File: src/rtl/uart_rx_frame.sv
// UART receive framing: start-bit detection with glitch rejection, LSB-first deserialization,
// optional parity capture and stop-bit check. Define UART_RX_MAJORITY_VOTE_EN for 3-sample bit voting.
module uart_rx_frame #(
  parameter int DWIDTH     = 8,
  parameter int OVERSAMPLE = 8
) (
  input  logic              clk,
  input  logic              rst,
  input  logic              rx_in,
  input  logic              parity_en,
  output logic [DWIDTH-1:0] p_data,
  output logic              sampled_bit,
  output logic              parity_check_en,
  output logic              data_valid,
  output logic              stop_error,
  output logic              busy
);

  localparam int EW = $clog2(OVERSAMPLE);
  localparam int CW = (DWIDTH > 1) ? $clog2(DWIDTH) : 1;

  localparam logic [2:0] IDLE   = 3'd0;
  localparam logic [2:0] START  = 3'd1;
  localparam logic [2:0] DATA   = 3'd2;
  localparam logic [2:0] PARITY = 3'd3;
  localparam logic [2:0] STOP   = 3'd4;

  localparam logic [EW-1:0] E_ONE  = EW'(1);
  localparam logic [EW-1:0] E_LAST = EW'(OVERSAMPLE - 1);
  localparam logic [EW-1:0] E_MID  = EW'(OVERSAMPLE / 2);
  localparam logic [CW-1:0] C_LAST = CW'(DWIDTH - 1);
  localparam logic [CW-1:0] C_ONE  = CW'(1);

`ifdef UART_RX_MAJORITY_VOTE_EN
  localparam logic [EW-1:0] E_EARLY = EW'(OVERSAMPLE / 2 - 1);
  localparam logic [EW-1:0] E_VOTE  = EW'(OVERSAMPLE / 2 + 1);
  localparam logic [EW-1:0] E_EXIT  = EW'(OVERSAMPLE / 2 + 2);

  function automatic logic maj3(input logic a, input logic b, input logic c);
    return (a & b) | (a & c) | (b & c);
  endfunction

  logic s_early_q, s_early_d;
  logic s_mid_q, s_mid_d;
`else
  localparam logic [EW-1:0] E_EXIT = EW'(OVERSAMPLE / 2 + 1);
`endif

  logic [2:0]        state_q, state_d;
  logic [EW-1:0]     edge_q, edge_d;
  logic [CW-1:0]     bit_cnt_q, bit_cnt_d;
  logic              bit_q, bit_d;
  logic              par_en_q, par_en_d;
  logic [DWIDTH-1:0] p_data_q, p_data_d;
  logic              sampled_q, sampled_d;
  logic              pce_q, pce_d;
  logic              dv_q, dv_d;
  logic              se_q, se_d;
  logic              busy_q, busy_d;
  logic              wrap_s;

  assign wrap_s = (edge_q == E_LAST);

  // Next-state logic: bit sampling, edge/bit counters, FSM and strobes
  always_comb begin
    state_d   = state_q;
    edge_d    = edge_q;
    bit_cnt_d = bit_cnt_q;
    bit_d     = bit_q;
    par_en_d  = par_en_q;
    p_data_d  = p_data_q;
    sampled_d = sampled_q;
    pce_d     = 1'b0;
    dv_d      = 1'b0;
    se_d      = 1'b0;

`ifdef UART_RX_MAJORITY_VOTE_EN
    s_early_d = s_early_q;
    s_mid_d   = s_mid_q;
    if (edge_q == E_EARLY) begin
      s_early_d = rx_in;
    end else if (edge_q == E_MID) begin
      s_mid_d = rx_in;
    end else if (edge_q == E_VOTE) begin
      bit_d = maj3(s_early_q, s_mid_q, rx_in);
    end else begin
      bit_d = bit_q;
    end
`else
    if (edge_q == E_MID) begin
      bit_d = rx_in;
    end else begin
      bit_d = bit_q;
    end
`endif

    if (state_q != IDLE) begin
      edge_d = wrap_s ? '0 : edge_q + E_ONE;
    end else begin
      edge_d = '0;
    end

    case (state_q)
      IDLE: begin
        if (!rx_in) begin
          state_d   = START;
          edge_d    = E_ONE;
          bit_cnt_d = '0;
          par_en_d  = parity_en;
        end else begin
          state_d = IDLE;
        end
      end
      START: begin
        // A high mid-bit sample means the low pulse was a glitch, not a start bit
        if ((edge_q == E_EXIT) && bit_q) begin
          state_d = IDLE;
          edge_d  = '0;
        end else if (wrap_s) begin
          state_d = DATA;
        end else begin
          state_d = START;
        end
      end
      DATA: begin
        if (wrap_s) begin
          p_data_d[bit_cnt_q] = bit_q;
          if (bit_cnt_q == C_LAST) begin
            bit_cnt_d = '0;
            state_d   = par_en_q ? PARITY : STOP;
          end else begin
            bit_cnt_d = bit_cnt_q + C_ONE;
          end
        end else begin
          state_d = DATA;
        end
      end
      PARITY: begin
        if (wrap_s) begin
          sampled_d = bit_q;
          pce_d     = 1'b1;
          state_d   = STOP;
        end else begin
          state_d = PARITY;
        end
      end
      STOP: begin
        if (wrap_s) begin
          dv_d    = bit_q;
          se_d    = ~bit_q;
          state_d = IDLE;
        end else begin
          state_d = STOP;
        end
      end
      default: begin
        state_d   = IDLE;
        edge_d    = '0;
        bit_cnt_d = '0;
      end
    endcase

    busy_d = (state_d != IDLE);
  end

  // State and output registers
  always_ff @(posedge clk or negedge rst) begin
    if (!rst) begin
      state_q   <= IDLE;
      edge_q    <= '0;
      bit_cnt_q <= '0;
      bit_q     <= 1'b1;
      par_en_q  <= 1'b0;
      p_data_q  <= '0;
      sampled_q <= 1'b0;
      pce_q     <= 1'b0;
      dv_q      <= 1'b0;
      se_q      <= 1'b0;
      busy_q    <= 1'b0;
`ifdef UART_RX_MAJORITY_VOTE_EN
      s_early_q <= 1'b1;
      s_mid_q   <= 1'b1;
`endif
    end else begin
      state_q   <= state_d;
      edge_q    <= edge_d;
      bit_cnt_q <= bit_cnt_d;
      bit_q     <= bit_d;
      par_en_q  <= par_en_d;
      p_data_q  <= p_data_d;
      sampled_q <= sampled_d;
      pce_q     <= pce_d;
      dv_q      <= dv_d;
      se_q      <= se_d;
      busy_q    <= busy_d;
`ifdef UART_RX_MAJORITY_VOTE_EN
      s_early_q <= s_early_d;
      s_mid_q   <= s_mid_d;
`endif
    end
  end

  assign p_data          = p_data_q;
  assign sampled_bit     = sampled_q;
  assign parity_check_en = pce_q;
  assign data_valid      = dv_q;
  assign stop_error      = se_q;
  assign busy            = busy_q;

endmodule

File: config.mk
export PLATFORM = sky130hd
export DESIGN_NAME = uart_rx_frame
export DESIGN_NICKNAME = d
export VERILOG_FILES = /design/src/rtl/uart_rx_frame.sv
export SDC_FILE = /design/constraint.sdc
export NUM_CORES = 1
export LEC_CHECK = 0
export ABC_AREA = 1
export CORE_UTILIZATION = 45
export CTS_CLUSTER_SIZE = 30
export DETAILED_ROUTE_END_ITERATION = 12
export PLACE_DENSITY = 0.68
export RECOVER_POWER = 100
export REMOVE_ABC_BUFFERS = 1
export SLEW_MARGIN = 20
export SYNTH_ARGS = -nofsm -noshare
export SYNTH_HDL_FRONTEND = slang
export SYNTH_SLANG_ARGS = --single-unit
File: constraint.sdc
create_clock -name clk -period 1.6 [get_ports clk]
set_input_delay 0.24 -clock clk [delete_from_list [all_inputs] [get_ports clk]]
set_output_delay 0.24 -clock clk [all_outputs]
set_load 0.01 [all_outputs]
==> reports/qor.csv, run 1 <==
metric,value,unit
min_path_type,input port to asynchronous set/reset pin,
drt_wl_total,2.34,mm
cpMaxStageDelayCell,dlygate4sd3_1,
ys_ff_latch,24,
ys_warn_count,0,
start_util,0.483,
critPathCaptureType,primary output,
dr_total_vias,1019,
final_area,1480,sq um
grt_usage,0.190,
core,2500,sq um
vias_per_cell,5.04,
ctsHoldBuffers,0,
vdd_drop_max,0.000782,V
skew,7.96,ps
drv_cap,0,
grt_setup_unrepaired,false,
cts_sinks,24,
cp_num_buf_inv,1,
path_cells,dlygate4sd3_1,
wl_per_cell,11.6,um
syn_avg_cell_area,8.11,sq um
nets,183,
synthTopCellsByArea,"dfrtp_1 48%, nand2_1 12%, nand3_1 6.6%",
die_width,53.8,um
io_pins,17,
period_needed,1520,ps
cts_buffers,3,
status,completed,
slowest_delay,590,ps
num_rows,18,
clk_path_buf_depth,2,
critPathTopFamily,buffers and inverters,
tritoncts,done,
p_leak,0.801,nW
swShare,0.368,
initialDrtViolationCount,25,
slew_headroom,0.614,
cp_max_fo,1,
clkLatencyLatePin,320,ps
place.gp.congestion,0.868,
h-tree-depth,1,
ys_types,19,
drc_errors,0,
start_kind,register,
first_global_vias,950,
grt_pass1_wl,3.95,mm
arrival,1280,ps
fin_crit_sh,0.948,
ant_nets,0,
cp_data_required_time,1360,ps
power_frac_seq,0.484,
worst_slew_pin_slew,580,ps
placed_cell_area,1420,sq um
cts_root_buffer,clkbuf_4,
syn-cell-area,1210,sq um
clkTransAtPathRegs,130,ps
fin_tns_setup,0,ps
slew_viol_final,0,
grt_remaining_overflow,0,
portBuffers,16,
setup_viol,0,
finalHoldViolCount,0,
switching_power,0.000629,W
combPwrFrac,0.330,
yosys.area.top_type,dfrtp_1,
syn2layout_area_growth,22.2,%
p_clk_frac,0.186,
yosysSeqAreaShare,0.498,
die-area,2900,sq um
drive_above_1_share,0.105,
syn_inst,149,
antenna_cells,0,
cellPowerDensity,1160,nW/um^2
path_class,register to primary output,
intPower,0.00108,W
drt-pass1-iter-count,4,
grt_max_degree,25,
dp_hpwl,1.78,mm
die_y,53.8,um
fmax,660,MHz
yosysTopAreaCellShare,0.476,
antenna_found_initial,0,
flip-flops by register name, indices dropped and copies added (netlist names):
signal,flops
p_data,8
bit_cnt_q,3
edge_q,3
state_q,3
bit_q,1
busy,1
data_valid,1
par_en_q,1
parity_check_en,1
sampled_bit,1
stop_error,1
cell usage in the layout, fill, tap and decap left out:
master           synthesis  layout
a31oi_1                  1       1
buf_4                    0       2
dfrtp_2                  0       1
nor3_2                   0       1
clkbuf_8                 0       1
inv_4                    0       1
o21ai_1                  5       3
nor2_1                  16      15
o21ai_0                  6       7
nor2_2                   0       1
inv_2                    2       1
clkbuf_1                 0       1
dfrtp_1                 23      22
nand2_2                  2       2
clkinv_1                 1       1
o21a_1                   1       1
nor2_8                   1       1
nand3_4                  1       1
nor3_1                   3       2
o21ai_2                  0       1
dlygate4sd3_1            0       3
clkbuf_4                 0       3
nand3_1                 16      16
clkbuf_2                 0       1
inv_1                   21      21
dfstp_2                  1       1
clkdlybuf4s50_1          0      13
nand2_1                 38      38
ha_1                     6       6
a21oi_1                  4       4
final timing paths:
kind | startpoint | end | slack [ps] | cells past startpoint
worst min register to register | p_data[5] | p_data[5] | 500 | 2
worst max-delay path | stop_error | stop_error | 80 | 1
max in group asynchronous | rst | bit_cnt_q[1] | 760 | 2
worst min-delay path | rst | p_data[4] | 430 | 2
min in group clk | parity_en | par_en_q | 440 | 3
worst max register to register | edge_q[0] | busy | 120 | 8
area by class of cell:
type | count | area (sq um)
inverter | 24 | 92.6
sequential | 24 | 603
timing repair buffer | 20 | 184
fill | 233 | 1020
clock buffer | 4 | 36.3
multi-input combinational | 100 | 523
tap | 30 | 37.5
power by group through the flow:
| stage | Clock [W] | Combinational [W] | Sequential, W |
|---|---|---|---|
| detailed placement | 0 | 0.000539 | 0.000845 |
| global placement | 0 | 0.000524 | 0.000840 |
| floorplan | 0 | 0.000372 | 0.000827 |
| finish | 0.000318 | 0.000564 | 0.000826 |
| global route | 0.000352 | 0.000656 | 0.000845 |
| CTS | 0.000330 | 0.000544 | 0.000831 |
cell families after synthesis:
kind of cell             synth area share
AND/OR/NAND/NOR                     0.288
buffers and inverters              0.0787
flip-flops                          0.498
AO/OA/AOI/OAI                      0.0735
adder cells (fa/ha/maj)            0.0621
worst register-to-register path: stages, from the launching register on:
cell     delay, ps
dfrtp_1        400
ha_1           200
ha_1           230
buf_4          170
nor3_2         190
inv_1           60
nand3_1         90
nor2_1          40
nand2_1         40
layer usage:
| layer | up-vias | part of all wire | track usage |
|---|---|---|---|
| li1 | 517 | - | - |
| met2 | 32 | 0.48 | 0.321 |
| met5 | - | 0 | 0 |
| met3 | 4 | 0.041 | 0.0339 |
| met4 | 0 | 0.013 | 0.0789 |
| met1 | 466 | 0.46 | 0.235 |
timing repair:
action	CTS	global route
endpoints found under the setup margin	0	9
gates resized for setup	0	5
buffers inserted	0	1
per-stage QoR:
stage,cells,setup slack (ps),power (W),utilization,hold WS (ps)
after global routing,202,22.9,0.00185,0.591,470
after detailed placement,197,74.6,0.00138,0.570,469
after CTS,201,42.1,0.00171,0.584,263
after floorplan,148,150,0.00120,-,-55.6
final,202,83.8,0.00171,0.591,429
after global placement,197,102,0.00136,0.570,466
cell usage after synthesis (all sizes together):
cell type  number
a21oi           4
a31oi           1
buf             1
clkinv          1
dfrtp          23
dfstp           1
ha              6
inv            23
nand2          40
nand3          17
nor2           17
nor3            3
o21a            1
o21ai          11
No activity file was read; power rests on OpenSTA's default activity.
==> inputs of run 2 (changes only) <==
CORE_UTILIZATION = 53   (was 45)
GPL_TIMING_DRIVEN = 0   (was not set)
PLACE_DENSITY = 0.78   (was 0.68)
SLEW_MARGIN = not set   (was 20)
==> reports/qor.csv, run 2 (synthesized netlist as in run 1, its figures left out) <==
metric,value,unit,change
ff2ff_path_depth,8,,unchanged
cts_buffers,3,,unchanged
drt-pass1-iter-count,5,,was 4
dp_hpwl,1.73,mm,was 1.78 mm
final_util,0.719,,was 0.591
drc_errors,0,,unchanged
grt_usage,0.211,,was 0.190
fin_tns_setup,0,ps,unchanged
crit_path_start,edge_q[0],,was stop_error
worst_slew_pin_slew,1020,ps,was 580 ps
arrival,1710,ps,was 1280 ps
rrSetupSlack,110,ps,was 120 ps
clkLatencyLatePin,310,ps,was 320 ps
p_leak,0.780,nW,was 0.801 nW
r2r-start,edge_q[0],,unchanged
die-area,2480,sq um,was 2900 sq um
path_class,register to register,,was register to primary output
layout_common_cells,"38 x nand2_1, 21 x inv_1, 21 x dfrtp_1",,"was 38 x nand2_1, 22 x dfrtp_1, 21 x inv_1"
cts_root_buffer,clkbuf_4,,unchanged
die_y,49.8,um,was 53.8 um
wl_per_cell,11.2,um,was 11.6 um
first_global_vias,937,,was 950
period_needed,1490,ps,was 1520 ps
largest_reg_flops,8,,unchanged
fmax,671,MHz,was 660 MHz
cellPowerDensity,1170,nW/um^2,was 1160 nW/um^2
grt_max_degree,25,,unchanged
ant_nets,0,,unchanged
h-tree-depth,1,,unchanged
antenna_cells,0,,unchanged
syn2layout_area_growth,21.5,%,was 22.2%
grt_pass1_wl,3.95,mm,about the same
start_kind,register,,unchanged
initialDrtViolationCount,27,,was 25
cp_data_required_time,1820,ps,was 1360 ps
grt_remaining_overflow,0,,unchanged
fin_crit_sh,0.931,,was 0.948
clkTransAtPathRegs,120,ps,was 130 ps
clk_path_buf_depth,2,,unchanged
crit_path_frequent_cell,nor2_1,,
drt_wl_total,2.22,mm,was 2.34 mm
crit_end,busy,,was stop_error
place.gp.congestion,0.864,,was 0.868
final_cell_count_no_fill,198,,was 202
slew_viol_final,0,,unchanged
num_rows,16,,was 18
cp_max_fo,8,,was 1
die_width,49.8,um,was 53.8 um
cpMaxStageDelayCell,dfrtp_1,,was dlygate4sd3_1
antenna_found_initial,0,,unchanged
fillers,167,,was 233
slew_headroom,0.318,,was 0.614
core,2040,sq um,was 2500 sq um
start_util,0.592,,was 0.483
finalHoldViolCount,0,,unchanged
dp.cells,191,,was 197
tritoncts,done,,unchanged
vias_per_cell,5.10,,was 5.04
setup_viol,0,,unchanged
cts_sinks,24,,unchanged
min_path_type,input port to register,,was input port to asynchronous set/reset pin
nets,182,,was 183
drv_cap,0,,unchanged
drive_above_1_share,0.111,,was 0.105
critPathCaptureType,register,,was primary output
io_pins,17,,unchanged
layout_commonest_cell,nand2_1,,unchanged
vdd_drop_max,0.00102,V,was 0.000782 V
total_power,0.00172,W,was 0.00171 W
status,completed,,unchanged
dr_total_vias,1009,,"was 1,019"
skew,3.62,ps,was 7.96 ps
hold_depth,3,,
r2r-end,busy,,unchanged
portBuffers,16,,unchanged
slowest_delay,420,ps,was 590 ps
path_cells,"ha_1, ha_2, inv_4, nor2_8, inv_1, nor2_1, nor2_1, nand2_1",,was dlygate4sd3_1
run 2: area by class of cell:
type,instances,area (sq um),share of cell area
flip-flops and latches,24,604,0.411
multi-input cells,100,519,0.353
repair buffers,19,183,0.124
inverters,24,92.6,0.0630
clock buffers,4,36.3,0.0247
well taps,27,33.8,0.0230
run 2: how the worst min path moves through the flow:
stage / from / end / slack, ps
after CTS: parity_en / par_en_q / 450
after global routing: parity_en / par_en_q / 450
after global placement: p_data[5] / p_data[5] / 460
final: parity_en / par_en_q / 450
after detailed placement: p_data[5] / p_data[5] / 470
after floorplan: rst / bit_cnt_q[0] / -60
run 2: timing repair:
action	CTS	global route
endpoints found under the setup margin	10	9
gates resized for setup	2	4
setup buffers	0	3
hold buffers	0	0
run 2: metal layers:
layer,vias to the layer above,routed length [um],part of all wire,global-route usage
met1,451,1060,0.48,0.271
li1,515,-,-,-
met5,-,0,0,0
met3,7,95,0.043,0.0309
met2,36,1020,0.46,0.349
met4,0,51,0.023,0.100
run 2: metrics by stage:
| step | area, sq um | hold WS, ps | setup WS, ps |
|---|---|---|---|
| final | 1470 | 450 | 110 |
| after global routing | 1470 | 448 | -6.12 |
| after CTS | 1440 | 453 | 44.4 |
| after detailed placement | 1400 | 470 | -34.4 |
| after global placement | 1400 | 460 | -16.9 |
| after floorplan | 1200 | -55.6 | 150 |
run 2: worst max-delay path: cells and delay by family, from the launching register on:
| family | cells | cell delay (ps) |
|---|---|---|
| flops | 1 | 420 |
| simple gates | 4 | 330 |
| buf+inv | 2 | 210 |
| fa+ha+maj | 2 | 440 |
run 2: where the power goes:
group / internal (W) / switching [W] / total, W
clock network: 0.000139 / 0.000175 / 0.000314
registers: 0.000720 / 0.000112 / 0.000831
logic: 0.000238 / 0.000337 / 0.000575
